File: src/rtl/ats_pkg.sv
`default_nettype none
// ============================================================================
//  Module      : ats_pkg
//  Description : Shared definitions for the ATS eligibility scheduler:
//                default widths, scheduler state encoding and wrap-safe
//                time comparison helpers.
//  Revision    : 1.0  initial release
// ============================================================================
package ats_pkg;

    localparam int c_TIMESTAMP_WIDTH    = 72;
    localparam int c_FRAME_LENGTH_WIDTH = 16;
    localparam int c_BYTE_TIME_FRAC     = 8;

    localparam int          c_STATE_W = 3;
    localparam logic [2:0]  c_S_IDLE  = 3'd0;
    localparam logic [2:0]  c_S_MUL   = 3'd1;
    localparam logic [2:0]  c_S_CALC  = 3'd2;
    localparam logic [2:0]  c_S_CHECK = 3'd3;
    localparam logic [2:0]  c_S_WAIT  = 3'd4;
    localparam logic [2:0]  c_S_ISSUE = 3'd5;

    // a strictly later than b, judged by the sign of the modular difference.
    function automatic logic time_after(input logic [c_TIMESTAMP_WIDTH-1:0] a,
                                        input logic [c_TIMESTAMP_WIDTH-1:0] b);
        logic [c_TIMESTAMP_WIDTH-1:0] d;
        d = a - b;
        return !d[c_TIMESTAMP_WIDTH-1] && (d != '0);
    endfunction

    // a at or later than b (modular difference non-negative).
    function automatic logic time_reached(input logic [c_TIMESTAMP_WIDTH-1:0] a,
                                          input logic [c_TIMESTAMP_WIDTH-1:0] b);
        logic [c_TIMESTAMP_WIDTH-1:0] d;
        d = a - b;
        return !d[c_TIMESTAMP_WIDTH-1];
    endfunction

endpackage
`default_nettype wire

File: src/rtl/ats_token_bucket.sv
`default_nettype none
// ============================================================================
//  Module      : ats_token_bucket
//  Description : Token-bucket arithmetic for one stream. On i_calc it
//                computes and registers SET, BFT and eligibility time; during
//                i_check it evaluates the max-residence test and, on a pass,
//                advances bucket_empty_time.
//  Ports       : clk/rstn          clock, synchronous active-low reset
//                i_calc, i_check   phase strobes from the scheduler FSM
//                i_arrival         latched arrival timestamp
//                i_lrd             length-rate delay of the frame, ns
//                i_empty_to_full   latched EmptyToFullDuration, ns
//                i_max_residence   latched MaxResidenceTime, ns
//                o_et              registered eligibility time
//                o_pass            residence verdict, valid during i_check
//  Revision    : 1.0  initial release
// ============================================================================
module ats_token_bucket
    import ats_pkg::*;
#(
    parameter int TIMESTAMP_WIDTH = c_TIMESTAMP_WIDTH
) (
    input  logic                       clk,
    input  logic                       rstn,
    input  logic                       i_calc,
    input  logic                       i_check,
    input  logic [TIMESTAMP_WIDTH-1:0] i_arrival,
    input  logic [TIMESTAMP_WIDTH-1:0] i_lrd,
    input  logic [31:0]                i_empty_to_full,
    input  logic [31:0]                i_max_residence,
    output logic [TIMESTAMP_WIDTH-1:0] o_et,
    output logic                       o_pass
);

    logic [TIMESTAMP_WIDTH-1:0] r_be;
    logic                       r_first;
    logic [TIMESTAMP_WIDTH-1:0] r_set;
    logic [TIMESTAMP_WIDTH-1:0] r_bft;
    logic [TIMESTAMP_WIDTH-1:0] r_et;

    logic [TIMESTAMP_WIDTH-1:0] w_e2f;
    logic [TIMESTAMP_WIDTH-1:0] w_be_eff;
    logic [TIMESTAMP_WIDTH-1:0] w_set;
    logic [TIMESTAMP_WIDTH-1:0] w_bft;
    logic [TIMESTAMP_WIDTH-1:0] w_et;
    logic [TIMESTAMP_WIDTH-1:0] w_residence;
    logic [TIMESTAMP_WIDTH-1:0] w_slack;
    logic [TIMESTAMP_WIDTH-1:0] w_be_next;

    assign w_e2f = TIMESTAMP_WIDTH'(i_empty_to_full);

    // A stream's first frame sees a full bucket: pretend it emptied one
    // full-refill duration before the arrival.
    assign w_be_eff = r_first ? (i_arrival - w_e2f) : r_be;
    assign w_set    = w_be_eff + i_lrd;
    assign w_bft    = w_be_eff + w_e2f;
    assign w_et     = time_after(w_set, i_arrival) ? w_set : i_arrival;

    // ET never precedes arrival, so the plain unsigned difference is safe.
    assign w_residence = r_et - i_arrival;
    assign o_pass      = (w_residence <= TIMESTAMP_WIDTH'(i_max_residence));

    // Tokens beyond a full bucket are lost: when ET is past the full time the
    // empty time moves forward by the overflow.
    assign w_slack   = r_et - r_bft;
    assign w_be_next = w_slack[TIMESTAMP_WIDTH-1] ? r_set : (r_set + w_slack);

    assign o_et = r_et;

    always_ff @(posedge clk) begin
        if (!rstn) begin
            r_be    <= '0;
            r_first <= 1'b1;
            r_set   <= '0;
            r_bft   <= '0;
            r_et    <= '0;
        end else begin
            if (i_calc) begin
                r_set <= w_set;
                r_bft <= w_bft;
                r_et  <= w_et;
            end
            if (i_check && o_pass) begin
                r_be    <= w_be_next;
                r_first <= 1'b0;
            end
        end
    end

endmodule
`default_nettype wire

File: src/rtl/ats_eligibility_scheduler.sv
`default_nettype none
// ============================================================================
//  Module      : ats_eligibility_scheduler
//  Description : Per-stream ATS scheduler. Accepts an arrival timestamp and a
//                frame length together, computes eligibility time, decides
//                pass/discard and issues one release decision per frame once
//                local time reaches eligibility. Keeps pass/drop counters.
//  Ports       : clk/rstn                 clock, synchronous active-low reset
//                current_time             free-running local time, ns
//                s_axis_timestamp_*       arrival time stream
//                s_axis_frame_length_*    frame length stream, bytes
//                cfg_*                    shaping parameters, latched per frame
//                m_axis_release_*         release decision (1 pass, 0 drop)
//                passed_count/dropped_count statistics
//  Revision    : 1.0  initial release
// ============================================================================
module ats_eligibility_scheduler
    import ats_pkg::*;
#(
    parameter int TIMESTAMP_WIDTH    = c_TIMESTAMP_WIDTH,
    parameter int FRAME_LENGTH_WIDTH = c_FRAME_LENGTH_WIDTH,
    parameter int BYTE_TIME_FRAC     = c_BYTE_TIME_FRAC,
    parameter int COUNTER_WIDTH      = 32
) (
    input  logic                          clk,
    input  logic                          rstn,
    input  logic [TIMESTAMP_WIDTH-1:0]    current_time,
    input  logic [TIMESTAMP_WIDTH-1:0]    s_axis_timestamp_tdata,
    input  logic                          s_axis_timestamp_tvalid,
    output logic                          s_axis_timestamp_tready,
    input  logic [FRAME_LENGTH_WIDTH-1:0] s_axis_frame_length_tdata,
    input  logic                          s_axis_frame_length_tvalid,
    output logic                          s_axis_frame_length_tready,
    input  logic [15:0]                   cfg_byte_time,
    input  logic [31:0]                   cfg_empty_to_full,
    input  logic [31:0]                   cfg_max_residence,
    output logic                          m_axis_release_tdata,
    output logic                          m_axis_release_tvalid,
    input  logic                          m_axis_release_tready,
    output logic [COUNTER_WIDTH-1:0]      passed_count,
    output logic [COUNTER_WIDTH-1:0]      dropped_count
);

    localparam int                c_PROD_W = FRAME_LENGTH_WIDTH + 16;
    localparam logic [c_PROD_W-1:0] c_ROUND = c_PROD_W'((1 << BYTE_TIME_FRAC) - 1);

    logic [c_STATE_W-1:0]          r_state;
    logic [c_STATE_W-1:0]          w_state_next;
    logic [TIMESTAMP_WIDTH-1:0]    r_arrival;
    logic [FRAME_LENGTH_WIDTH-1:0] r_length;
    logic [15:0]                   r_byte_time;
    logic [31:0]                   r_e2f;
    logic [31:0]                   r_max_res;
    logic [TIMESTAMP_WIDTH-1:0]    r_lrd;
    logic                          r_pass;
    logic [COUNTER_WIDTH-1:0]      r_passed;
    logic [COUNTER_WIDTH-1:0]      r_dropped;

    logic                          w_accept;
    logic                          w_release_hs;
    logic                          w_calc;
    logic                          w_check;
    logic                          w_bucket_pass;
    logic                          w_eligible;
    logic [TIMESTAMP_WIDTH-1:0]    w_et;
    logic [c_PROD_W-1:0]           w_product;
    logic [c_PROD_W-1:0]           w_lrd_ceil;

    // Both streams must be valid together; rstn gating keeps treadys low
    // throughout reset.
    assign w_accept     = rstn && (r_state == c_S_IDLE) &&
                          s_axis_timestamp_tvalid && s_axis_frame_length_tvalid;
    assign w_release_hs = (r_state == c_S_ISSUE) && m_axis_release_tready;
    assign w_eligible   = time_reached(current_time, w_et);

    // Adding 2^FRAC-1 before the shift rounds the fixed-point product up.
    assign w_product  = c_PROD_W'(r_length) * c_PROD_W'(r_byte_time);
    assign w_lrd_ceil = (w_product + c_ROUND) >> BYTE_TIME_FRAC;

    ats_token_bucket #(
        .TIMESTAMP_WIDTH (TIMESTAMP_WIDTH)
    ) u_bucket (
        .clk             (clk),
        .rstn            (rstn),
        .i_calc          (w_calc),
        .i_check         (w_check),
        .i_arrival       (r_arrival),
        .i_lrd           (r_lrd),
        .i_empty_to_full (r_e2f),
        .i_max_residence (r_max_res),
        .o_et            (w_et),
        .o_pass          (w_bucket_pass)
    );

    always_ff @(posedge clk) begin
        if (!rstn) begin
            r_state <= c_S_IDLE;
        end else begin
            r_state <= w_state_next;
        end
    end

    always_comb begin
        w_state_next = r_state;
        case (r_state)
            c_S_IDLE:  if (w_accept) w_state_next = c_S_MUL;
            c_S_MUL:   w_state_next = c_S_CALC;
            c_S_CALC:  w_state_next = c_S_CHECK;
            // A pass that is already eligible skips WAIT so release lands at T+4.
            c_S_CHECK: w_state_next = (!w_bucket_pass || w_eligible) ? c_S_ISSUE : c_S_WAIT;
            c_S_WAIT:  if (w_eligible) w_state_next = c_S_ISSUE;
            c_S_ISSUE: if (m_axis_release_tready) w_state_next = c_S_IDLE;
            default:   w_state_next = c_S_IDLE;
        endcase
    end

    always_comb begin
        s_axis_timestamp_tready    = w_accept;
        s_axis_frame_length_tready = w_accept;
        m_axis_release_tvalid      = (r_state == c_S_ISSUE);
        w_calc                     = (r_state == c_S_CALC);
        w_check                    = (r_state == c_S_CHECK);
    end

    always_ff @(posedge clk) begin
        if (!rstn) begin
            r_arrival   <= '0;
            r_length    <= '0;
            r_byte_time <= '0;
            r_e2f       <= '0;
            r_max_res   <= '0;
            r_lrd       <= '0;
            r_pass      <= 1'b0;
            r_passed    <= '0;
            r_dropped   <= '0;
        end else begin
            if (w_accept) begin
                r_arrival   <= s_axis_timestamp_tdata;
                r_length    <= s_axis_frame_length_tdata;
                r_byte_time <= cfg_byte_time;
                r_e2f       <= cfg_empty_to_full;
                r_max_res   <= cfg_max_residence;
            end
            if (r_state == c_S_MUL) begin
                r_lrd <= TIMESTAMP_WIDTH'(w_lrd_ceil);
            end
            if (w_check) begin
                r_pass <= w_bucket_pass;
            end
            if (w_release_hs) begin
                if (r_pass) begin
                    r_passed <= r_passed + 1'b1;
                end else begin
                    r_dropped <= r_dropped + 1'b1;
                end
            end
        end
    end

    assign m_axis_release_tdata = r_pass;
    assign passed_count         = r_passed;
    assign dropped_count        = r_dropped;

endmodule
`default_nettype wire

File: config.mk
export PLATFORM = sky130hd
export DESIGN_NAME = ats_eligibility_scheduler
export DESIGN_NICKNAME = d
export VERILOG_FILES = /design/src/rtl/ats_pkg.sv /design/src/rtl/ats_token_bucket.sv /design/src/rtl/ats_eligibility_scheduler.sv
export SDC_FILE = /design/constraint.sdc
export NUM_CORES = 2
export LEC_CHECK = 0
export BUFFER_PORTS_ARGS = -buffer_cell sky130_fd_sc_hd__buf_4
export CORE_MARGIN = 8
export CORE_UTILIZATION = 45
export DETAILED_ROUTE_END_ITERATION = 6
export PLACE_DENSITY = 0.61
export REMOVE_ABC_BUFFERS = 1
export SYNTH_ARGS = -nofsm -noshare
export SYNTH_HDL_FRONTEND = slang
export SYNTH_SLANG_ARGS = --single-unit
File: constraint.sdc
create_clock -name clk -period 18.4 [get_ports clk]
set_input_delay 1.84 -clock clk [delete_from_list [all_inputs] [get_ports clk]]
set_output_delay 1.84 -clock clk [all_outputs]
set_load 0.01 [all_outputs]
==> results.txt <==
# setup viols final -> 0
H-tree depth -> 3
# fillers -> 13205
Hold Path End -> u_bucket.r_bft[6]
Nets -> 9015
Startpoint Class -> flip-flop
# resized after CTS -> 0
Placer congestion estimate -> 1.019
F_max -> 78.16 MHz
Syn Inst Count -> 7928
Routed vias -> 59279
Final cell count without fillers -> 9787
Vias in the first global route -> 56404
Final min period -> 12790 ps
Placement Rows -> 133
Ys flop type -> dfxtp_1
Number of cells on the worst reg-to-reg path -> 39
Largest net degree at the start of global routing -> 148
Placed Instances -> 9662
RSZ-0062 raised after global routing -> no
CP max stage delay -> 970 ps
Sequential area share after synthesis -> 18.58%
CP dominant cell by count -> a21oi_1
Status -> complete, but fails checks
Initial antenna violation count -> 3
Critical Setup Path Class -> flip-flop to flip-flop
Final period util -> 69.53%
1st-iter DRT viols -> 5783
Hold_sp -> u_bucket.r_bft[6]
Fin. max-slew vios -> 0
Clock slew at reported path FFs -> 60 ps
Failing checks -> DRC
Final ANT Viol Nets -> 0
Post-CTS Setup Repair Bufs -> 0
Drt pass-1 iters -> 7
PortBufs -> 312
Max transition margin -> 11.88%
Max-cap violations -> 0
Inserted Clock Buffers -> 71
Critical path endpoint category -> flip-flop
Reg2reg setup slack -> 5610 ps
Yosys cell types -> 111
Root Driver -> clkbuf_16
Area grow syn2layout -> 9.958%
Die Y -> 378.5 um
R2R Path Start -> r_e2f[1]
Die X -> 378.5 um
Fin Clk Skew -> 46.68 ps
Global-route wire length before repair -> 366100 um
Reg2reg end -> u_bucket.o_et[2]
Clk Latency, worst-skew pair -> 710 ps
I/O pin cnt -> 313
Hold path depth -> 2
Ys Warns -> 0
Worst slew pin tran -> 1308 ps
Die Footprint -> 143300 sq um
Fin. Hold Viols -> 0
Post-DR vias/cell -> 6.057
CTS tree -> built
Clock tree buffer depth -> 3
CORE AREA -> 131000 sq um
GRT Overall Usage -> 33.40%
Sum of negative setup slack -> 0 ps
Crit path max fanout -> 38
Post-synth EDFFs -> 0
FF+latch area -> 10990 sq um
Total wire length -> 249400 um
DRC viols -> 2
DP HPWL -> 202300 um
Worst-path cell with the longest stage delay -> nor4_1
Highest-count cells in the layout ignoring fill and taps -> nand2_1 (1182), a21oi_1 (796), inv_1 (609)
Ys async rst share -> 0%
Worst EP arrival -> 13310 ps
Post-DR wirelength/cell -> 25.48 um
Grt ovf -> 0
Commonest non-fill, non-tap cell in the layout -> nand2_1
Fraction of layout cells with a size suffix above 1 -> 9.961%
Post-Syn Area -> 59140 sq um
Clk sinks -> 549
Area of the multi-input gates -> 44280 sq um
Hold WC Path Type -> flip-flop to flip-flop
Initial Utilization -> 45.16%
FF+latch count, synth -> 549
Average size of a mapped cell -> 7.460 sq um
Hold buffer count at CTS -> 0
Crit path required time -> 18910 ps
how the worst max path moves through the flow:
| stage | start | to | slack (ps) | cells past startpoint |
|---|---|---|---|---|
| 6_report | r_e2f[1] | u_bucket.o_et[2] | 5610 | 39 |
| 5_1_grt | r_e2f[1] | u_bucket.o_et[2] | 4930 | 39 |
| 4_1_cts | r_e2f[1] | u_bucket.o_et[2] | 5740 | 39 |
| 3_5_place_dp | r_e2f[1] | u_bucket.o_et[2] | 5840 | 39 |
| 3_3_place_gp | r_e2f[1] | u_bucket.o_et[2] | 6320 | 39 |
| 2_1_floorplan | r_state[1] | u_bucket.r_bft[16] | 6550 | 4 |
area by class of cell:
class / count / share of cell area [%]
Inverter: 613 / 3.558
Sequential cell: 549 / 16.91
Clock buffer: 96 / 3.092
Clock inverter: 28 / 0.6869
Antenna cell: 1 / 0.003848
Tap cell: 1755 / 3.377
Timing Repair Buffer: 368 / 4.287
Multi-Input combinational cell: 6377 / 68.09
Yosys cell counts (all sizes together) (13+ instances only):
| library cell | instances | share of area, % |
|---|---|---|
| a2111oi | 17 | 0.29 |
| a211o | 22 | 0.33 |
| a211oi | 117 | 1.5 |
| a21boi | 16 | 0.21 |
| a21o | 206 | 2.6 |
| a21oi | 865 | 7.8 |
| a31o | 13 | 0.19 |
| a31oi | 60 | 0.63 |
| and2 | 139 | 1.5 |
| and3 | 59 | 0.63 |
| and4 | 22 | 0.33 |
| buf | 45 | 0.61 |
| clkbuf | 344 | 2.2 |
| dfxtp | 549 | 19 |
| fa | 207 | 7.0 |
| ha | 583 | 12 |
| inv | 613 | 3.9 |
| mux2 | 102 | 2.4 |
| mux2i | 34 | 0.58 |
| nand2 | 1251 | 8.3 |
| nand2b | 78 | 0.83 |
| nand3 | 173 | 1.5 |
| nand4 | 154 | 1.6 |
| nor2 | 570 | 3.6 |
| nor2b | 90 | 0.95 |
| nor3 | 166 | 1.4 |
| nor4 | 56 | 0.67 |
| o2111ai | 22 | 0.33 |
| o211a | 31 | 0.52 |
| o211ai | 59 | 0.75 |
| o21a | 101 | 1.3 |
| o21ai | 320 | 2.7 |
| o21bai | 48 | 0.61 |
| o221ai | 14 | 0.21 |
| o22ai | 15 | 0.16 |
| o31a | 20 | 0.30 |
| o31ai | 25 | 0.32 |
| or2 | 30 | 0.32 |
| or3 | 51 | 0.54 |
| or4 | 17 | 0.23 |
| xnor2 | 252 | 3.7 |
| xor2 | 186 | 2.8 |
registers in the layout (all words and copies together) (netlist names):
register	cells
dropped_count	32
m_axis_release_tdata	1
passed_count	32
r_arrival	72
r_byte_time	16
r_e2f	32
r_length	16
r_lrd	24
r_max_res	32
r_state	3
u_bucket.o_et	72
u_bucket.r_be	72
u_bucket.r_bft	72
u_bucket.r_first	1
u_bucket.r_set	72
per-stage QoR:
| step | cell area (sq um) | setup slack (ps) | utilization [%] | hold slack [ps] |
|---|---|---|---|---|
| after floorplan | 57490 | 6546 | - | 429.4 |
| after global placement | 62570 | 6321 | 47.78 | 440.1 |
| after detailed placement | 62570 | 5837 | 47.78 | 443.4 |
| final | 65030 | 5606 | 49.65 | 450.7 |
| after global routing | 65030 | 4926 | 49.65 | 464.7 |
| after CTS | 65030 | 5736 | 49.65 | 451.5 |
cell families after synthesis:
| group | share of synthesized area, % |
|---|---|
| adders and majority gates | 19.34 |
| AOI/OAI and AO/OA | 22.83 |
| DFF | 18.58 |
| muxes | 2.949 |
| and+or+nand+nor | 23.09 |
| xor gates and xnor gates | 6.527 |
| buffers and inverters | 6.681 |
routing by layer:
metal	routed length, um	up-vias	GRT usage (%)
met5	13	-	0
met4	8955	2	10.36
met3	19840	402	5.566
met2	106700	2380	51.49
met1	113800	28670	47.50
li1	-	27825	-
critical path: cells and delay by family, from the launching register on:
family | cells | cell delay [ps]
and+or+nand+nor | 16 | 5300
adders and majority gates | 3 | 1130
DFF | 1 | 460
xor gates and xnor gates | 2 | 540
AOI/OAI and AO/OA | 13 | 3350
buffers and inverters | 3 | 1000
muxes | 2 | 720
Power is not shown: default switching activity piles up to over one toggle a cycle in this logic, so the estimate is an artifact.
